**src/rtl/duc_core_if.sv**
```systemverilog
// rtl/duc_core_if.sv - sample, config, DDS and output signal bundle for duc_core
interface duc_core_if #(
  parameter int PHASE_W = 32
) ();
  logic [31:0]        data_in;
  logic               valid_in;
  logic               cfg_valid;
  logic [PHASE_W-1:0] pinc;
  logic [PHASE_W-1:0] poff;
  logic               resync;
  logic [PHASE_W-1:0] phase_out;
  logic               phase_valid;
  logic [31:0]        dds_in;
  logic               dds_valid;
  logic [31:0]        data_out;
  logic               valid_out;
  logic               align_err;

  modport slave (
    input  data_in, valid_in, cfg_valid, pinc, poff, resync, dds_in, dds_valid,
    output phase_out, phase_valid, data_out, valid_out, align_err
  );

  modport master (
    output data_in, valid_in, cfg_valid, pinc, poff, resync, dds_in, dds_valid,
    input  phase_out, phase_valid, data_out, valid_out, align_err
  );
endinterface

```
**src/rtl/duc_core.sv**
```systemverilog
// rtl/duc_core.sv - digital up-converter: phase generation, DDS alignment, complex mix
module duc_core #(
  parameter int PHASE_W = 32,
  parameter int DDS_LAT = 8
) (
  input logic       clk,
  input logic       rst,
  duc_core_if.slave bus
);

  localparam int DLY = DDS_LAT + 1;

  logic [PHASE_W-1:0] acc;
  logic [PHASE_W-1:0] pinc_r;
  logic [PHASE_W-1:0] poff_r;

  logic [31:0]    dly_data [DLY];
  logic [DLY-1:0] dly_valid;

  logic signed [15:0] d_i, d_q, d_cos, d_sin;
  logic signed [31:0] p_icos, p_qsin, p_isin, p_qcos;
  logic               m_valid;
  logic signed [32:0] s_i, s_q;
  logic               a_valid;

  assign d_i   = dly_data[DLY-1][15:0];
  assign d_q   = dly_data[DLY-1][31:16];
  assign d_cos = bus.dds_in[15:0];
  assign d_sin = bus.dds_in[31:16];

  // Round half up by 2^15 then clamp to the signed 16-bit range.
  function automatic logic [15:0] round_sat(input logic signed [32:0] s);
    logic signed [33:0] t;
    t = {s[32], s} + 34'sd16384;
    t = t >>> 15;
    if (t > 34'sd32767)
      return 16'h7fff;
    else if (t < -34'sd32768)
      return 16'h8000;
    else
      return t[15:0];
  endfunction

  // Phase accumulator and config; a config load lands after any same-cycle sample, resync wins over increment.
  always_ff @(posedge clk) begin
    if (rst) begin
      acc             <= '0;
      pinc_r          <= '0;
      poff_r          <= '0;
      bus.phase_out   <= '0;
      bus.phase_valid <= 1'b0;
    end else begin
      if (bus.valid_in) begin
        bus.phase_out   <= acc + poff_r;
        acc             <= acc + pinc_r;
        bus.phase_valid <= 1'b1;
      end else begin
        bus.phase_valid <= 1'b0;
      end
      if (bus.cfg_valid) begin
        pinc_r <= bus.pinc;
        poff_r <= bus.poff;
        if (bus.resync)
          acc <= '0;
      end
    end
  end

  // Delay samples so each one meets the DDS word generated from its own phase.
  always_ff @(posedge clk) begin
    if (rst) begin
      dly_valid <= '0;
      for (int i = 0; i < DLY; i++)
        dly_data[i] <= '0;
    end else begin
      dly_valid   <= {dly_valid[DLY-2:0], bus.valid_in};
      dly_data[0] <= bus.data_in;
      for (int i = 1; i < DLY; i++)
        dly_data[i] <= dly_data[i-1];
    end
  end

  // Sticky flag when the DDS strobe and the delayed sample strobe disagree.
  always_ff @(posedge clk) begin
    if (rst)
      bus.align_err <= 1'b0;
    else if (dly_valid[DLY-1] != bus.dds_valid)
      bus.align_err <= 1'b1;
  end

  // Multiply stage: four partial products of the complex mix.
  always_ff @(posedge clk) begin
    if (rst) begin
      p_icos  <= '0;
      p_qsin  <= '0;
      p_isin  <= '0;
      p_qcos  <= '0;
      m_valid <= 1'b0;
    end else begin
      m_valid <= dly_valid[DLY-1];
      if (dly_valid[DLY-1]) begin
        p_icos <= d_i * d_cos;
        p_qsin <= d_q * d_sin;
        p_isin <= d_i * d_sin;
        p_qcos <= d_q * d_cos;
      end
    end
  end

  // Add stage: full-precision real and imaginary sums.
  always_ff @(posedge clk) begin
    if (rst) begin
      s_i     <= '0;
      s_q     <= '0;
      a_valid <= 1'b0;
    end else begin
      a_valid <= m_valid;
      if (m_valid) begin
        s_i <= {p_icos[31], p_icos} - {p_qsin[31], p_qsin};
        s_q <= {p_isin[31], p_isin} + {p_qcos[31], p_qcos};
      end
    end
  end

  // Output stage: round, saturate, hold the last sample while idle.
  always_ff @(posedge clk) begin
    if (rst) begin
      bus.data_out  <= '0;
      bus.valid_out <= 1'b0;
    end else begin
      bus.valid_out <= a_valid;
      if (a_valid)
        bus.data_out <= {round_sat(s_q), round_sat(s_i)};
    end
  end

endmodule

```
**src/flat_wrapper.sv**
```systemverilog
// flat-port wrapper written by rule: the top's interface ports become plain ports
module duc_core_flat 
#(
  parameter int PHASE_W = 32,
  parameter int DDS_LAT = 8
)
  (clk, rst, bus_data_in, bus_valid_in, bus_cfg_valid, bus_pinc, bus_poff, bus_resync, bus_dds_in, bus_dds_valid, bus_phase_out, bus_phase_valid, bus_data_out, bus_valid_out, bus_align_err);
  duc_core_if #(.PHASE_W(PHASE_W)) bus_i ();
  input logic clk;
  input logic rst;
  input wire logic [$bits(bus_i.data_in)-1:0] bus_data_in;
  input wire logic [$bits(bus_i.valid_in)-1:0] bus_valid_in;
  input wire logic [$bits(bus_i.cfg_valid)-1:0] bus_cfg_valid;
  input wire logic [$bits(bus_i.pinc)-1:0] bus_pinc;
  input wire logic [$bits(bus_i.poff)-1:0] bus_poff;
  input wire logic [$bits(bus_i.resync)-1:0] bus_resync;
  input wire logic [$bits(bus_i.dds_in)-1:0] bus_dds_in;
  input wire logic [$bits(bus_i.dds_valid)-1:0] bus_dds_valid;
  output wire logic [$bits(bus_i.phase_out)-1:0] bus_phase_out;
  output wire logic [$bits(bus_i.phase_valid)-1:0] bus_phase_valid;
  output wire logic [$bits(bus_i.data_out)-1:0] bus_data_out;
  output wire logic [$bits(bus_i.valid_out)-1:0] bus_valid_out;
  output wire logic [$bits(bus_i.align_err)-1:0] bus_align_err;
  assign bus_i.data_in = bus_data_in;
  assign bus_i.valid_in = bus_valid_in;
  assign bus_i.cfg_valid = bus_cfg_valid;
  assign bus_i.pinc = bus_pinc;
  assign bus_i.poff = bus_poff;
  assign bus_i.resync = bus_resync;
  assign bus_i.dds_in = bus_dds_in;
  assign bus_i.dds_valid = bus_dds_valid;
  assign bus_phase_out = bus_i.phase_out;
  assign bus_phase_valid = bus_i.phase_valid;
  assign bus_data_out = bus_i.data_out;
  assign bus_valid_out = bus_i.valid_out;
  assign bus_align_err = bus_i.align_err;
  duc_core #(.PHASE_W(PHASE_W), .DDS_LAT(DDS_LAT)) u_core (.clk(clk), .rst(rst), .bus(bus_i));
endmodule
```
**config.mk**
```make
export PLATFORM = sky130hd
export DESIGN_NAME = duc_core_flat
export DESIGN_NICKNAME = d
export VERILOG_FILES = /design/src/rtl/duc_core_if.sv /design/src/rtl/duc_core.sv /design/src/flat_wrapper.sv
export SDC_FILE = /design/constraint.sdc
export NUM_CORES = 2
export LEC_CHECK = 0
export BUFFER_PORTS_ARGS = -buffer_cell sky130_fd_sc_hd__buf_4
export CAP_MARGIN = 20
export CELL_PAD_IN_SITES_DETAIL_PLACEMENT = 0
export CELL_PAD_IN_SITES_GLOBAL_PLACEMENT = 1
export CORE_UTILIZATION = 55
export CTS_CLUSTER_SIZE = 12
export DETAILED_ROUTE_END_ITERATION = 7
export GPL_ROUTABILITY_DRIVEN = 0
export GPL_TIMING_DRIVEN = 1
export PLACE_DENSITY = 0.95
export SYNTH_ARGS = -nofsm -noshare
export SYNTH_HDL_FRONTEND = slang
export SYNTH_SLANG_ARGS = --single-unit
```
**constraint.sdc**
```tcl
create_clock -name clk -period 23 [get_ports clk]
set_input_delay 4.6 -clock clk [delete_from_list [all_inputs] [get_ports clk]]
set_output_delay 4.6 -clock clk [all_outputs]
set_load 0.01 [all_outputs]
```
==> impl_metrics.env <==
export IMPL_coreArea_um2=115000
export IMPL_ys_top_cells_by_area="fa_1 33%, dfxtp_1 20%, ha_1 8.9%"
export IMPL_die_w_um=343.5
export IMPL_required_ns=23.51
export IMPL_area_growth_pct=7.612
export IMPL_vdd_ir_drop_max_mv=0.07371
export IMPL_max_freq_ghz=0.09345
export IMPL_postRouteAntennaNets=0
export IMPL_tightestPinTransition_ns=1.079
export IMPL_wirelength_um=158200
export IMPL_grt_max_degree=118
export IMPL_cap_violations=0
export IMPL_finalClockSkew_ns=0.05876
export IMPL_dp_hpwl_um=120200
export IMPL_vias=46550
export IMPL_grt_usage_pct=27.72
export IMPL_worstSetupStartpointType="input port"
export IMPL_rows=124
export IMPL_fin_crit_ns=10.70
export IMPL_r2r_end="u_core.p_qsin[28]"
export IMPL_grt_pass1_wl_um=257900
export IMPL_final_nets=8548
export IMPL_worstReg2RegStart="u_core.dly_data[0][278]"
export IMPL_setup_viol=0
export IMPL_rsz0062_at_grt="false"
export IMPL_cts_setup_buffers=0
export IMPL_hold_path_class="register to register"
export IMPL_yosysTopAreaCellShare_pct=32.77
export IMPL_num_fill_cells=9682
export IMPL_layout_drive_gt1_share_pct=5.627
export IMPL_cts_tree="yes"
export IMPL_r2r_cells=21
export IMPL_route_detailed_drc=0
export IMPL_busiest_layer="met2"
export IMPL_clkLatencyLatePin_ns=0.67
export IMPL_critPathKind="input port to register"
export IMPL_antenna_found_initial=7
export IMPL_cts_buffers=70
export IMPL_use_met2_pct=47.99
export IMPL_timing_final_ws_setup_ns=12.30
export IMPL_syn_avg_cell_area_um2=9.290
export IMPL_path_clk_slew_ns=0.07
export IMPL_cpMostUsedCell="fa_1"
export IMPL_synth_cell_types=86
export IMPL_tns_ns=0
export IMPL_utilization_pct=60.05
export IMPL_synthTopCellsByCount="1,232 x inv_1, 1,050 x fa_1, 627 x dfxtp_1"
export IMPL_die_height_um=343.5
export IMPL_yosysTopAreaCell="fa_1"
export IMPL_wire_per_inst_um=18.68
export IMPL_whs_path_depth=1
export IMPL_min_to="u_core.dly_data[0][259]"
export IMPL_cts_buffer_depth=3
export IMPL_cts_hold_buf=0
export IMPL_cp_max_fo=14
export IMPL_die_area_um2=118000
export IMPL_ff2ff_setup_slack_ns=15.63
export IMPL_post_cts_resized=0
export IMPL_dr_pass1_iters=6
export IMPL_syn_area_um2=64150
export IMPL_synth_warnings=0
export IMPL_yosysSeqAreaShare_pct=19.57
export IMPL_initial_utilization_pct=55.80
export IMPL_clockRootBuffer="clkbuf_16"
export IMPL_leakagePower_nw=33.96
export IMPL_critPathCaptureType="register"
export IMPL_synth_async_reset_ratio_pct=0
export IMPL_grt_pass1_vias=49480
export IMPL_synth_most_common_cell="inv_1"
export IMPL_final_area_um2=69030
export IMPL_p_per_area_nw_per_um2=35.58
export IMPL_worst_ep_arrival_time_ns=11.21
export IMPL_vias_per_cell=5.498
export IMPL_synthCells=6905
export IMPL_post_place_ws_ns=11.81
export IMPL_critPathSlowestCell="clkinv_1"
export IMPL_ys_seq_elements=627
export IMPL_status="completed"
export IMPL_hold_slack_ns=0.3981
export IMPL_relSlewSlack_pct=27.99
export IMPL_cp_cell_sequence="buf_4 > clkinv_1 > buf_4 > nor2_1 > fa_1 > fa_1 > fa_1 > fa_1 > fa_1 > inv_1 > fa_1 > inv_1 > ha_1 > a211oi_1 > nand2_1 > o31ai_1 > a211oi_1 > o21ai_1 > a21oi_1 > o211a_1 > or3_1 > a32o_1"
export IMPL_drv_slew=0
export IMPL_drt_iter0_markers=2780
export IMPL_placed_area_um2=66760
export IMPL_hold_start="u_core.dly_data[0][227]"
export IMPL_critical_path_max_stage_delay_ns=0.65
export IMPL_met1_usage_pct=33.49
export IMPL_num_io_pins=201
export IMPL_synth_enable_flop_cells=0
export IMPL_hold_violations=0
export IMPL_synth_ff_type="dfxtp_1"
export IMPL_min_period_over_period_pct=46.53
export IMPL_cts_sinks=627
export IMPL_syn_num_nets=8543
export IMPL_grtUsageMet3_pct=4.542
export IMPL_globalRouteOverflowTotal=0
export IMPL_htree_levels=3
export IMPL_port_buffers=200
## area by class of cell
class,count,area (um^2),area share [%]
Multi-Input combinational cell,4723,45770,66.30
Sequential cell,627,12570,18.21
Inverter,1237,4643,6.726
Timing Repair Buffer,251,1937,2.806
Clock buffer,89,1903,2.757
Tap cell,1512,1892,2.740
Clock inverter,22,306.5,0.4440
Antenna cell,5,12.51,0.01812
## registers in the layout, summed over array words and instances, names as in the netlist
register	count
u_core.dly_data	288
u_core.a_valid	1
u_core.s_q	19
u_core.bus.data_out	32
u_core.bus.align_err	1
u_core.p_qcos	32
u_core.s_i	19
u_core.p_icos	32
u_core.m_valid	1
u_core.acc	32
u_core.p_qsin	32
u_core.p_isin	32
u_core.dly_valid	9
u_core.poff_r	32
u_core.pinc_r	32
u_core.bus.phase_out	32
u_core.bus.valid_out	1
## stage by stage
| stage | power (mW) | std cells |
|---|---|---|
| after floorplan | 1.308 | 6905 |
| after global placement | 1.388 | 8347 |
| after detailed placement | 1.395 | 8348 |
| after CTS | 2.477 | 8459 |
| after global routing | 2.548 | 8466 |
| final | 2.456 | 8466 |
## worst max-delay path, delay by kind of cell
family	cells	cell delay (ns)
AOI/OAI and AO/OA	7	1.51
adders and majority gates	7	3.10
buffers and inverters	5	1.41
and+or+nand+nor	3	0.58
## metal layers
layer	share of wire (%)	vias to the layer above
met1	39	23480
li1	-	21250
met2	49	1427
met3	6.5	396
met4	5.3	2
met5	0.0044	-
## cells by family (layout without fill, tap and decap cells)
logic type,after synthesis,count (layout),synth area share [%]
adder cells (fa/ha/maj),1504,1504,41.62
buffers and inverters,1555,1599,9.103
XOR/XNOR,231,231,3.154
multiplexers,182,182,2.840
AO/OA/AOI/OAI,732,732,7.560
AND/OR/NAND/NOR,2074,2074,16.16
flip-flops,627,627,19.57
other,0,5,0
## how the worst max path moves through the flow
stage | startpoint | slack, ns | endpoint | cells past startpoint
6_report | bus_dds_in[31] | 12.30 | u_core.p_isin[23] | 22
5_1_grt | bus_dds_in[31] | 11.95 | u_core.p_isin[23] | 22
4_1_cts | bus_dds_in[31] | 12.49 | u_core.p_isin[23] | 22
3_5_place_dp | bus_dds_in[1] | 11.81 | u_core.p_qcos[31] | 22
3_3_place_gp | bus_dds_in[31] | 11.89 | u_core.p_isin[23] | 22
2_1_floorplan | bus_dds_in[1] | 12.51 | u_core.p_qcos[31] | 22
## power breakdown
part           switching (mW)  internal (mW)
Combinational           0.160         0.0962
Sequential             0.0119           1.11
Clock                   0.476          0.605
Total                   0.647           1.81
## cell usage in the layout (no fill, tap or decap), drive strengths merged, types with 9 or more instances in the layout
| cell type | synthesis | final |
|---|---|---|
| o211ai | 20 | 20 |
| nand2 | 608 | 608 |
| buf | 19 | 251 |
| inv | 1233 | 1235 |
| nand3 | 54 | 54 |
| o311ai | 10 | 10 |
| a211oi | 46 | 46 |
| nand2b | 44 | 44 |
| a21oi | 195 | 195 |
| a31oi | 18 | 18 |
| nor2b | 308 | 308 |
| a21o | 110 | 110 |
| nor3 | 53 | 53 |
| ha | 454 | 454 |
| fa | 1050 | 1050 |
| a211o | 9 | 9 |
| and3 | 18 | 18 |
| clkbuf | 299 | 89 |
| and2 | 504 | 504 |
| o31ai | 15 | 15 |
| mux2i | 182 | 182 |
| o21a | 23 | 23 |
| xor2 | 77 | 77 |
| nand4 | 28 | 28 |
| clkinv | 4 | 21 |
| or3 | 14 | 14 |
| nor2 | 403 | 403 |
| o21bai | 29 | 29 |
| nor4 | 10 | 10 |
| xnor2 | 154 | 154 |
| dfxtp | 627 | 627 |
| o21ai | 163 | 163 |
No activity file was read; power rests on OpenSTA's default activity.
